### src/rtl/rf_port_arbiter_pkg.sv
// rf_port_arbiter_pkg: shared arbiter state encodings, register indices and helpers.
// Revision 1.0
`default_nettype none

package rf_port_arbiter_pkg;

  localparam logic [1:0] ARB_IDLE  = 2'd0;
  localparam logic [1:0] ARB_WAIT  = 2'd1;
  localparam logic [1:0] ARB_STALL = 2'd2;

  localparam logic [4:0] RF_ZERO_REG = 5'd0;

  // Counter must hold values 0..max_wait; keep at least one bit when max_wait is 0
  function automatic int cnt_width(input int max_wait);
    return (max_wait > 0) ? $clog2(max_wait + 1) : 1;
  endfunction

endpackage

`default_nettype wire

### src/rtl/rf_port_mux.sv
// rf_port_mux: selects the write port and read port 2 between CPU and debug, with r0 suppression.
// Revision 1.0
`default_nettype none

module rf_port_mux
  import rf_port_arbiter_pkg::*;
#(
  parameter bit PROTECT_R0 = 1'b1
) (
  input  logic        cpu_we,
  input  logic [4:0]  cpu_wa,
  input  logic [31:0] cpu_wd,
  input  logic [4:0]  cpu_ra2,
  input  logic        cpu_mask,
  input  logic        dbg_wr_sel,
  input  logic        dbg_rd_sel,
  input  logic [4:0]  dbg_addr,
  input  logic [31:0] dbg_wdata,
  output logic        rf_we,
  output logic [4:0]  rf_wa,
  output logic [31:0] rf_wd,
  output logic [4:0]  rf_ra2
);

  logic we_raw;

  always_comb begin
    we_raw = cpu_we & ~cpu_mask;
    rf_wa  = cpu_wa;
    rf_wd  = cpu_wd;
    if (dbg_wr_sel) begin
      we_raw = 1'b1;
      rf_wa  = dbg_addr;
      rf_wd  = dbg_wdata;
    end
    rf_ra2 = dbg_rd_sel ? dbg_addr : cpu_ra2;
    // Writes to r0 are still routed but never reach the array
    rf_we  = we_raw & ~(PROTECT_R0 && (rf_wa == RF_ZERO_REG));
  end

endmodule

`default_nettype wire

### src/rtl/rf_port_arbiter.sv
// rf_port_arbiter: shares the RF write port and read port 2 between the CPU and a debug requester.
// Revision 1.0
`default_nettype none

module rf_port_arbiter
  import rf_port_arbiter_pkg::*;
#(
  parameter int MAX_WAIT   = 8,
  parameter bit PROTECT_R0 = 1'b1
) (
  input  logic        clk,
  input  logic        rst_n,
  input  logic        cpu_we,
  input  logic [4:0]  cpu_wa,
  input  logic [31:0] cpu_wd,
  input  logic [4:0]  cpu_ra2,
  output logic        cpu_stall,
  input  logic        dbg_req,
  input  logic        dbg_wr,
  input  logic [4:0]  dbg_addr,
  input  logic [31:0] dbg_wdata,
  output logic        dbg_gnt,
  output logic        dbg_rvalid,
  output logic [31:0] dbg_rdata,
  output logic        rf_we,
  output logic [4:0]  rf_wa,
  output logic [31:0] rf_wd,
  output logic [4:0]  rf_ra2,
  input  logic [31:0] rf_rd2
);

  localparam int            CW       = cnt_width(MAX_WAIT);
  localparam logic [CW-1:0] CNT_LAST = CW'((MAX_WAIT > 0) ? (MAX_WAIT - 1) : 0);
  localparam logic [CW-1:0] CNT_SAT  = '1;

  logic [1:0]    state, state_nxt;
  logic [CW-1:0] wait_cnt, cnt_nxt;
  logic          wr_sel, rd_sel, cpu_mask, rd_fire;

  always_comb begin
    state_nxt = state;
    cnt_nxt   = wait_cnt;
    dbg_gnt   = 1'b0;
    wr_sel    = 1'b0;
    rd_sel    = 1'b0;
    cpu_mask  = 1'b0;
    rd_fire   = 1'b0;
    case (state)
      ARB_IDLE, ARB_WAIT: begin
        if (!dbg_req) begin
          state_nxt = ARB_IDLE;
          cnt_nxt   = '0;
        end else if (!dbg_wr) begin
          state_nxt = ARB_STALL;
          cnt_nxt   = '0;
        end else if (!cpu_we) begin
          wr_sel    = 1'b1;
          dbg_gnt   = 1'b1;
          state_nxt = ARB_IDLE;
          cnt_nxt   = '0;
        end else if (state == ARB_IDLE) begin
          state_nxt = (MAX_WAIT == 0) ? ARB_STALL : ARB_WAIT;
          cnt_nxt   = '0;
        end else begin
          // Starved: count CPU-occupied cycles, force a stall on the last one
          if (wait_cnt != CNT_SAT) cnt_nxt = wait_cnt + 1'b1;
          if (wait_cnt >= CNT_LAST) state_nxt = ARB_STALL;
        end
      end
      ARB_STALL: begin
        cpu_mask  = 1'b1;
        state_nxt = ARB_IDLE;
        cnt_nxt   = '0;
        if (dbg_req) begin
          dbg_gnt = 1'b1;
          if (dbg_wr) begin
            wr_sel = 1'b1;
          end else begin
            rd_sel  = 1'b1;
            rd_fire = 1'b1;
          end
        end
      end
      default: begin
        state_nxt = ARB_IDLE;
        cnt_nxt   = '0;
      end
    endcase
  end

  always_ff @(posedge clk or negedge rst_n) begin
    if (!rst_n) begin
      state      <= ARB_IDLE;
      wait_cnt   <= '0;
      cpu_stall  <= 1'b0;
      dbg_rvalid <= 1'b0;
      dbg_rdata  <= '0;
    end else begin
      state      <= state_nxt;
      wait_cnt   <= cnt_nxt;
      cpu_stall  <= (state_nxt == ARB_STALL);
      dbg_rvalid <= rd_fire;
      if (rd_fire) dbg_rdata <= rf_rd2;
    end
  end

  rf_port_mux #(
    .PROTECT_R0 (PROTECT_R0)
  ) u_mux (
    .cpu_we     (cpu_we),
    .cpu_wa     (cpu_wa),
    .cpu_wd     (cpu_wd),
    .cpu_ra2    (cpu_ra2),
    .cpu_mask   (cpu_mask),
    .dbg_wr_sel (wr_sel),
    .dbg_rd_sel (rd_sel),
    .dbg_addr   (dbg_addr),
    .dbg_wdata  (dbg_wdata),
    .rf_we      (rf_we),
    .rf_wa      (rf_wa),
    .rf_wd      (rf_wd),
    .rf_ra2     (rf_ra2)
  );

endmodule

`default_nettype wire

### config.mk
export PLATFORM = sky130hd
export DESIGN_NAME = rf_port_arbiter
export DESIGN_NICKNAME = d
export VERILOG_FILES = /design/src/rtl/rf_port_arbiter_pkg.sv /design/src/rtl/rf_port_mux.sv /design/src/rtl/rf_port_arbiter.sv
export SDC_FILE = /design/constraint.sdc
export NUM_CORES = 1
export LEC_CHECK = 0
export BUFFER_PORTS_ARGS = -buffer_cell sky130_fd_sc_hd__buf_2
export CELL_PAD_IN_SITES_DETAIL_PLACEMENT = 0
export CELL_PAD_IN_SITES_GLOBAL_PLACEMENT = 2
export CORE_MARGIN = 2
export CORE_UTILIZATION = 22
export CTS_BUF_LIST = sky130_fd_sc_hd__clkbuf_4 sky130_fd_sc_hd__clkbuf_8
export DETAILED_ROUTE_END_ITERATION = 10
export GPL_ROUTABILITY_DRIVEN = 0
export PLACE_DENSITY = 0.95
export REMOVE_ABC_BUFFERS = 1
export SETUP_SLACK_MARGIN = 0.02
export SLEW_MARGIN = 20
export SYNTH_ARGS = -nofsm -noshare
export SYNTH_HDL_FRONTEND = slang
export SYNTH_SLANG_ARGS = --single-unit
### constraint.sdc
create_clock -name clk -period 1.7 [get_ports clk]
set_input_delay 0.255 -clock clk [delete_from_list [all_inputs] [get_ports clk]]
set_output_delay 0.255 -clock clk [all_outputs]
set_load 0.02 [all_outputs]
==> load_flow_metrics.sql <==
INSERT INTO impl_metrics (metric_group, metric, value, unit) VALUES
('critical_path', 'crit_slowest_cell', 'sky130_fd_sc_hd__dfrtp_1', ''),
('pwr', 'ir_drop', '0.000635', 'V'),
('final_layout', 'mostFrequentLayoutCells', 'sky130_fd_sc_hd__buf_2 (171), sky130_fd_sc_hd__mux2_4 (50), sky130_fd_sc_hd__dfrtp_1 (40)', ''),
('drt', 'drt-total-wl', '8220', 'µm'),
('grt', 'grt_remaining_overflow', '0', ''),
('synth', 'async_reset_ff_share', '100', '%'),
('grt', 'antenna_violations_before_repair', '0', ''),
('die', 'placeableCoreArea', '0.00973', 'mm²'),
('sta', 'skew', '0.00582', 'ns'),
('synth', 'cell_taking_the_most_area_after_synthesis', 'sky130_fd_sc_hd__dfrtp_1', ''),
('die', 'pin_count', '194', ''),
('sta', 'final-setup-viol-count', '68', ''),
('grt', 'first_global_vias', '2397', ''),
('grt', 'grt_max_degree', '17', ''),
('drt', 'detailroute.via_count', '2139', ''),
('critical_path', 'worstSetupEndpointType', 'output port', ''),
('drt', 'final_antenna_net_count', '0', ''),
('clock_tree', 'cts-buffers-inserted', '5', ''),
('placed_design', 'port-buffer-count', '193', ''),
('sta', 'highest_achievable_clock_rate', '491', 'MHz'),
('status', 'result_of_the_run', 'complete, but fails checks', ''),
('placed_design', 'place_hpwl', '6120', 'µm'),
('final_layout', 'design.final.nets', '486', ''),
('synth', 'synth-seq-cells', '40', ''),
('sta', 'worst-slew-pin-transition', '0.315', 'ns'),
('sta', 'slew_viol_final', '0', ''),
('critical_path', 'max_stage_delay_on_crit_path', '0.39', 'ns'),
('synth', 'synth.yosys.seq_area_share', '45.4', '%'),
('sta', 'final.setup.worst_slack', '-0.335', 'ns'),
('run', 'maxCapViolCount', '0', ''),
('die', 'std_cell_rows', '36', ''),
('critical_path', 'worst-endpoint-required', '1.44', 'ns'),
('clock_tree', 'tritoncts', 'yes', ''),
('status', 'failed_checks', 'setup timing', ''),
('die', 'die_area', '0.0108', 'mm²'),
('die', 'fp.dieW', '104', 'µm'),
('clock_tree', 'clkLatencyLatePin', '0.28', 'ns'),
('final_layout', 'post_route_cells_drive_above_1_share', '80.5', '%'),
('sta', 'rsz0062_at_grt', 'true', ''),
('grt', 'met2_usage', '26.6', '%'),
('sta', 'period_minus_slack', '2.03', 'ns'),
('synth', 'dominant_cells_by_area_after_synthesis', 'sky130_fd_sc_hd__dfrtp_1 (45%), sky130_fd_sc_hd__mux2_2 (28%), sky130_fd_sc_hd__mux2_4 (13%), sky130_fd_sc_hd__buf_6 (2.6%), sky130_fd_sc_hd__nor2_1 (1.2%)', ''),
('grt', 'grt_pass1_wl', '12800', 'µm'),
('grt', 'groute.layer.met3.usage', '4.07', '%'),
('die', 'floorplan.initialDensity', '22.6', '%'),
('clock_tree', 'cts.path.max_buffers', '2', ''),
('critical_path', 'critical_path.cell_chain', 'nor2b_4 -> o211a_4 -> buf_16 -> mux2_2 -> buf_2', ''),
('synth', 'synth.distinct_cells', '27', ''),
('synth', 'synth_top_cell_area_share', '45.4', '%'),
('hold_path', 'worst_hold_path_type', 'in -> reg', ''),
('placed_design', 'placement.cell_area', '0.00335', 'mm²'),
('grt', 'met1_usage', '16.9', '%'),
('clock_tree', 'htreeDepth', '2', ''),
('synth', 'synthesis.yosys.warnings', '0', ''),
('drt', 'drt_first_pass_iters', '4', ''),
('synth', 'syn-mean-instance-area', '14.0', 'µm²'),
('final_layout', 'area_growth_syn_to_layout', '78.0', '%'),
('grt', 'groute.usage.overall', '15.0', '%'),
('critical_path', 'timing.critical_path.max_delay_family', 'flip-flops', ''),
('critical_path', 'worst-path-buf-inv', '2', ''),
('pwr', 'power.leakage', '2.04', 'nW'),
('synth', 'synth_area', '0.00220', 'mm²'),
('critical_path', 'worstPathMaxFanout', '16', ''),
('final_layout', 'antenna_cells_inserted', '0', ''),
('clock_tree', 'cts.sinks', '40', ''),
('placed_design', 'dp_slack', '-0.113', 'ns'),
('critical_path', 'crit_arrival', '1.78', 'ns'),
('sta', 'fin_crit_sh', '120', '%'),
('critical_path', 'critPathLaunchType', 'register', ''),
('critical_path', 'worstSetupPathType', 'reg -> out', ''),
('sta', 'rel_slew_slack', '79.0', '%');
-- path summary, 6_finish.rpt --
path	startpoint	to	slack (ns)	depth (start not counted)
worst max-delay path	state[1]$_DFF_PN0_	rf_wd[2]	-0.33	5
worst min-delay path	rf_rd2[27]	dbg_rdata[27]$_DFFE_PN0P_	0.19	2
worst max register to register	state[1]$_DFF_PN0_	dbg_rdata[26]$_DFFE_PN0P_	-0.14	8
worst min register to register	dbg_rdata[6]$_DFFE_PN0P_	dbg_rdata[6]$_DFFE_PN0P_	0.50	1
max in group asynchronous	rst_n	dbg_rdata[29]$_DFFE_PN0P_	0.79	3
min in group asynchronous	rst_n	dbg_rdata[9]$_DFFE_PN0P_	0.39	2
-- per-stage QoR --
stage | utilization (%) | power (mW) | std cells | hold slack, ns | TNS (ns)
floorplan | - | 1.93 | 149 | -0.0406 | -36.53
global placement | 34.4 | 2.43 | 485 | 0.165 | -1.18
detailed placement | 34.4 | 2.45 | 485 | 0.171 | -4.31
CTS | 39.6 | 3.46 | 503 | 0.177 | -13.33
global route | 40.3 | 3.66 | 503 | 0.178 | -18.30
finish | 40.3 | 3.47 | 503 | 0.188 | -13.98
-- repair_timing --
item,CTS,global route
hold buffers,1,0
setup buffers,6,2
pin swaps,2,1
setup endpoints to repair,68,74
gates cloned,3,1
gates resized for setup,67,23
hold endpoints to repair,13,0
-- where the power goes --
group | switching, mW | internal (mW) | leakage, nW
clock | 0.327 | 0.518 | 0.0645
sequential | 0.106 | 1.15 | 0.497
combinational | 0.680 | 0.690 | 1.48
-- cell usage after synthesis (all sizes together), types with 2 or more instances --
library cell  number
nand3              4
buf                8
nand2              2
nor3               3
nor2               7
a21boi             2
mux2              74
dfrtp             40
nor2b              2
nor3b              2
-- layout make-up --
cell class | count | area (µm²)
clock buffer | 7 | 96.3
clock inverter | 1 | 30.0
fill | 979 | 5810
multi-input combinational | 109 | 1260
sequential | 40 | 1000
tap | 133 | 166
timing repair buffer | 213 | 1370
-- logic make-up after synthesis --
| family | synth area share [%] |
|---|---|
| AO/OA/AOI/OAI | 2.73 |
| XOR/XNOR | 0.398 |
| multiplexers | 41.5 |
| buffers and inverters | 3.35 |
| flip-flops | 45.4 |
| adder cells (fa/ha/maj) | 0.568 |
| AND/OR/NAND/NOR | 6.02 |
-- registers in the layout, indices dropped and copies added, names as in the netlist --
name and cells:
dbg_rdata 32, wait_cnt 4, state 2, cpu_stall 1
dbg_rvalid 1
-- routing by layer --
metal | part of all wire (%) | routed length (µm) | vias to the layer above
met5 | 0 | 0 | -
met4 | 3.4 | 282 | 0
met3 | 8.0 | 655 | 13
met2 | 49 | 4070 | 134
met1 | 39 | 3220 | 1000
li1 | - | - | 992
Note: power is estimated with default switching activity, not from simulation.
